==> src/rtl/ifid_hazard_ctrl.sv <==
// ifid_hazard_ctrl
//   Front-end hazard/stall sequencer for the 5-stage MIPS pipeline. It detects
//   load-use hazards, taken-branch redirects and instruction-memory wait. From
//   these it drives the IF/ID {dataStall, controlStall} pair, the PC
//   write-enable and an ID/EX bubble request. It also keeps a saturating count
//   of cycles in which the front end did not advance.
//
//   IF/ID encoding {oDataStall, oControlStall}:
//     11 = ADVANCE, 10 = FLUSH, 01 = HOLD
//
// Ports
//   clk            clock, all state updates on posedge
//   reset          synchronous, active-high
//   iIdRs/iIdRt    source register fields of the instruction in ID
//   iIdUsesRs/Rt   ID instruction reads rs / rt
//   iExMemRead     instruction in EX is a load
//   iExRd          destination register of the instruction in EX
//   iBranchTaken   branch in EX resolved taken this cycle
//   iImemReady     instruction memory returns valid data this cycle
//   oDataStall     IF/ID dataStall
//   oControlStall  IF/ID controlStall
//   oPCWrite       PC load enable
//   oIdExBubble    ID/EX register loads a NOP
//   oStallCycles   saturating count of non-advancing front-end cycles
module ifid_hazard_ctrl #(
    parameter int unsigned LOAD_USE_STALL = 1,
    parameter int unsigned BRANCH_FLUSH   = 1
) (
    input  logic        clk,
    input  logic        reset,
    input  logic [4:0]  iIdRs,
    input  logic [4:0]  iIdRt,
    input  logic        iIdUsesRs,
    input  logic        iIdUsesRt,
    input  logic        iExMemRead,
    input  logic [4:0]  iExRd,
    input  logic        iBranchTaken,
    input  logic        iImemReady,
    output logic        oDataStall,
    output logic        oControlStall,
    output logic        oPCWrite,
    output logic        oIdExBubble,
    output logic [15:0] oStallCycles
);

    typedef enum logic [1:0] {
        RUN,
        LU_STALL,
        BR_FLUSH
    } state_e;

    localparam logic [1:0] ENC_ADVANCE = 2'b11;
    localparam logic [1:0] ENC_FLUSH   = 2'b10;
    localparam logic [1:0] ENC_HOLD    = 2'b01;

    // Remaining cycles after the one in which the event is detected.
    localparam logic [2:0] LU_RELOAD = 3'(LOAD_USE_STALL - 1);
    localparam logic [2:0] BR_RELOAD = 3'(BRANCH_FLUSH - 1);
    localparam bit         LU_MULTI  = (LOAD_USE_STALL > 1);
    localparam bit         BR_MULTI  = (BRANCH_FLUSH > 1);

    state_e      state;
    state_e      stateNext;
    logic [2:0]  cnt;
    logic [2:0]  cntNext;
    logic [15:0] stallCount;
    logic [1:0]  ifidCtrl;
    logic        hazard;

    // $0 is hardwired, so a load targeting it never creates a dependency.
    assign hazard = iExMemRead && (iExRd != 5'd0) &&
                    ((iIdUsesRs && (iIdRs == iExRd)) ||
                     (iIdUsesRt && (iIdRt == iExRd)));

    // State register and debug counter.
    always_ff @(posedge clk) begin
        if (reset) begin
            state      <= RUN;
            cnt        <= '0;
            stallCount <= '0;
        end else begin
            state <= stateNext;
            cnt   <= cntNext;
            if ((ifidCtrl != ENC_ADVANCE) && (stallCount != '1)) begin
                stallCount <= stallCount + 16'd1;
            end
        end
    end

    // Next-state logic. A taken branch takes priority in every state and
    // (re)starts the flush window.
    always_comb begin
        stateNext = state;
        cntNext   = cnt;
        if (iBranchTaken) begin
            stateNext = BR_MULTI ? BR_FLUSH : RUN;
            cntNext   = BR_MULTI ? BR_RELOAD : 3'd0;
        end else begin
            unique case (state)
                RUN: begin
                    if (hazard && LU_MULTI) begin
                        stateNext = LU_STALL;
                        cntNext   = LU_RELOAD;
                    end
                end
                LU_STALL, BR_FLUSH: begin
                    if (cnt == 3'd1) begin
                        stateNext = RUN;
                        cntNext   = 3'd0;
                    end else begin
                        cntNext = cnt - 3'd1;
                    end
                end
                default: begin
                    stateNext = RUN;
                    cntNext   = 3'd0;
                end
            endcase
        end
    end

    // Output logic (Mealy on state and inputs).
    always_comb begin
        ifidCtrl    = ENC_ADVANCE;
        oPCWrite    = 1'b1;
        oIdExBubble = 1'b0;
        if (reset) begin
            ifidCtrl    = ENC_FLUSH;
            oPCWrite    = 1'b0;
            oIdExBubble = 1'b1;
        end else if (iBranchTaken) begin
            ifidCtrl    = ENC_FLUSH;
            oPCWrite    = 1'b1;
            oIdExBubble = 1'b1;
        end else begin
            unique case (state)
                RUN: begin
                    if (hazard) begin
                        ifidCtrl    = ENC_HOLD;
                        oPCWrite    = 1'b0;
                        oIdExBubble = 1'b1;
                    end else if (!iImemReady) begin
                        ifidCtrl    = ENC_FLUSH;
                        oPCWrite    = 1'b0;
                        oIdExBubble = 1'b0;
                    end
                end
                LU_STALL: begin
                    ifidCtrl    = ENC_HOLD;
                    oPCWrite    = 1'b0;
                    oIdExBubble = 1'b1;
                end
                BR_FLUSH: begin
                    ifidCtrl    = ENC_FLUSH;
                    oPCWrite    = iImemReady;
                    oIdExBubble = 1'b1;
                end
                default: begin
                    ifidCtrl    = ENC_FLUSH;
                    oPCWrite    = 1'b0;
                    oIdExBubble = 1'b1;
                end
            endcase
        end
    end

    assign oDataStall    = ifidCtrl[1];
    assign oControlStall = ifidCtrl[0];
    assign oStallCycles  = stallCount;

endmodule

==> config.mk <==
export PLATFORM = sky130hd
export DESIGN_NAME = ifid_hazard_ctrl
export DESIGN_NICKNAME = d
export VERILOG_FILES = /design/src/rtl/ifid_hazard_ctrl.sv
export SDC_FILE = /design/constraint.sdc
export NUM_CORES = 1
export LEC_CHECK = 0
export ABC_AREA = 0
export BUFFER_PORTS_ARGS = -buffer_cell sky130_fd_sc_hd__buf_4
export CAP_MARGIN = 20
export CORE_MARGIN = 3
export CORE_UTILIZATION = 45
export CTS_BUF_LIST = sky130_fd_sc_hd__clkbuf_8
export DETAILED_ROUTE_END_ITERATION = 7
export PLACE_DENSITY = 0.73
export SLEW_MARGIN = 20
export SYNTH_ARGS = -nofsm -noshare
export SYNTH_HDL_FRONTEND = slang
export SYNTH_SLANG_ARGS = --single-unit
==> constraint.sdc <==
create_clock -name clk -period 3.78 [get_ports clk]
set_input_delay 0.189 -clock clk [delete_from_list [all_inputs] [get_ports clk]]
set_output_delay 0.189 -clock clk [all_outputs]
set_load 0.1 [all_outputs]
==> results.sh <==
export IMPL_finalSetupTns_ps=0
export IMPL_largest_register_ffs=16
export IMPL_clkTransAtPathRegs_ps=60
export IMPL_leakage_nw=0.537
export IMPL_grt_pass1_wl_um=4490
export IMPL_rsz0062_at_grt="no"
export IMPL_firstDrtPassIters=4
export IMPL_grt_pass1_vias=999
export IMPL_met3_length_um=131
export IMPL_start_util_pct=48.1
export IMPL_synth_flop_cell="dfxtp_1"
export IMPL_cts_buffer_depth=2
export IMPL_yosys_warnings=0
export IMPL_synth_distinct_cells=37
export IMPL_end_kind="flop"
export IMPL_cts_resized=0
export IMPL_post_cts_setup_buffers=0
export IMPL_slowest_delay_ps=400
export IMPL_num_vias=1089
export IMPL_wl_met2_um=1380
export IMPL_synth_nets=149
export IMPL_slowest_stage="dfxtp_1"
export IMPL_drt_wirelength_per_cell_um=13.9
export IMPL_cts_tree="done"
export IMPL_period_needed_ps=1990
export IMPL_drcViolationCount=0
export IMPL_reg2reg_slack_ps=1790
export IMPL_instances_no_fill=194
export IMPL_status="completed"
export IMPL_drv_slew=0
export IMPL_dieArea_mm2=0.00301
export IMPL_worstPathMaxFanout=18
export IMPL_skew_ps=1.03
export IMPL_power_density_mw_per_mm2=284
export IMPL_die_y_um=54.8
export IMPL_core_area_mm2=0.00223
export IMPL_rows=17
export IMPL_cts_hold_fix_buffers=0
export IMPL_htree_levels=1
export IMPL_maxCapViolations=0
export IMPL_syn_area_per_cell_um2=8.52
export IMPL_io_pins=42
export IMPL_synth_seq_cells=16
export IMPL_max_clock_freq_ghz=0.502
export IMPL_ys_seq_area_share_pct=29.8
export IMPL_crit_chain="ha_1, nand4_1, nor4_4, nor2_2, a21oi_4, mux2i_1, nor2_1"
export IMPL_antenna_found_initial=0
export IMPL_tightestPinTransition_ps=419
export IMPL_hold_viol_final=0
export IMPL_drive_above_1_share_pct=37.3
export IMPL_die_w_um=54.8
export IMPL_viasPerCell=5.61
export IMPL_r2r_cells=7
export IMPL_met1_length_um=1180
export IMPL_fin_nets=191
export IMPL_period_share_pct=52.7
export IMPL_gp_congestion=0.753
export IMPL_netlist_area_mm2=0.00107
export IMPL_synthCells=126
export IMPL_clk_latency_ps=240
export IMPL_async_flop_share_pct=0
export IMPL_dp_cells=191
export IMPL_drtIter0Drc=19
export IMPL_hold_depth=2
export IMPL_crit_path_start_kind="flop"
export IMPL_totalWireLength_um=2700
export IMPL_routed_top_layer="met4"
export IMPL_root_buffer="clkbuf_8"
export IMPL_synthToLayoutAreaGrowth_pct=32.5
export IMPL_numCtsBuffers=3
export IMPL_grt_max_degree=19
export IMPL_grt_ovfl_total=0
export IMPL_antenna_left=0
export IMPL_synth_edf_count=0
export IMPL_port_buffers=41
export IMPL_crit_type="reg -> reg"
export IMPL_irDropWorstVdd_mv=0.228
export IMPL_slew_headroom_pct=72.0
export IMPL_hp_class="in -> reg"
export IMPL_n_antenna_cell=0
export IMPL_crit_arrival_ps=2130
export IMPL_hpwl_um=2120
export IMPL_cts_sinks=16
export IMPL_setup_viol_count_final=0
export IMPL_globalRouteTotalUtil_pct=20.8
export IMPL_cp_data_required_time_ps=3910
-- synthesized netlist by cell type (all sizes together), types with 2 or more instances --
cell type,n,area [um^2]
a21oi,16,98.9
a31oi,3,33.8
and2,2,15.0
and3,2,12.5
buf,2,22.5
dfxtp,16,320
inv,3,11.3
nand2,10,45.0
nand2b,2,12.5
nand3,6,30.0
nand4,6,43.8
nor2,8,35.0
nor4,2,33.8
o21ai,10,53.8
o31ai,5,37.5
or3,9,62.6
or4,5,37.5
xnor2,10,87.6
-- power breakdown --
part | switching [W] | total, W | internal [W] | leakage, nW
combinational | 0.0000660 | 0.000103 | 0.0000366 | 0.386
clock | 0.0000544 | 0.000125 | 0.0000705 | 0.0216
sequential | 0.00000459 | 0.000177 | 0.000172 | 0.129
-- layout make-up --
cell class / count / area [um^2]
clock buffers: 3 / 41.3
fillers: 216 / 811
inverters: 3 / 11.3
multi-input cells: 103 / 707
flip-flops and latches: 16 / 320
well taps: 28 / 35.0
repair buffers: 41 / 308
-- worst max-delay path: cells and delay by family, from the launching register on --
| family | cells | cell delay [ps] |
|---|---|---|
| fa+ha+maj | 1 | 210 |
| simple gates | 4 | 650 |
| flops | 1 | 400 |
| mux | 1 | 230 |
| compound gates | 1 | 400 |
-- logic make-up after synthesis --
group                      synth area share (%)
AOI/OAI and AO/OA                          22.0
xor gates and xnor gates                   8.97
DFF                                        29.8
and+or+nand+nor                            32.8
buffers and inverters                      4.31
muxes                                     0.932
adders and majority gates                  1.17
-- placed cells by master (no fill, tap or decap), drive strengths merged --
master / instances
o31ai: 5
mux2i: 1
or4: 5
a31oi: 3
and4: 1
xor2: 1
and3: 2
dfxtp: 16
a21oi: 16
and2: 2
or2: 1
xnor2: 10
o21ai: 10
nand2b: 2
nor4: 2
nand4: 6
buf: 41
or3b: 1
clkbuf: 3
o22ai: 1
inv: 3
nand3: 6
or3: 9
nand2: 10
nor2: 8
ha: 1
-- metal layers --
| layer | vias to the layer above | GRT usage [%] |
|---|---|---|
| met5 | - | 0 |
| met2 | 25 | 35.4 |
| met4 | 0 | 4.98 |
| li1 | 549 | - |
| met1 | 513 | 25.7 |
| met3 | 2 | 5.18 |
-- worst paths after layout --
path	startpoint	end
max	oStallCycles[0]	oStallCycles[1]
min	reset	oStallCycles[14]
max reg2reg	oStallCycles[0]	oStallCycles[1]
min reg2reg	oStallCycles[15]	oStallCycles[15]
-- per-stage QoR --
| stage | power, W | hold slack (ps) | setup WS, ps | util [%] | area [um^2] |
|---|---|---|---|---|---|
| floorplan | 0.000251 | 371 | 884 | - | 1070 |
| global placement | 0.000282 | 513 | 1860 | 61.8 | 1380 |
| detailed placement | 0.000284 | 517 | 1790 | 61.8 | 1380 |
| CTS | 0.000412 | 247 | 1780 | 63.7 | 1420 |
| global route | 0.000426 | 260 | 1590 | 63.7 | 1420 |
| finish | 0.000404 | 259 | 1790 | 63.7 | 1420 |
Note: power is estimated with default switching activity, not from simulation.
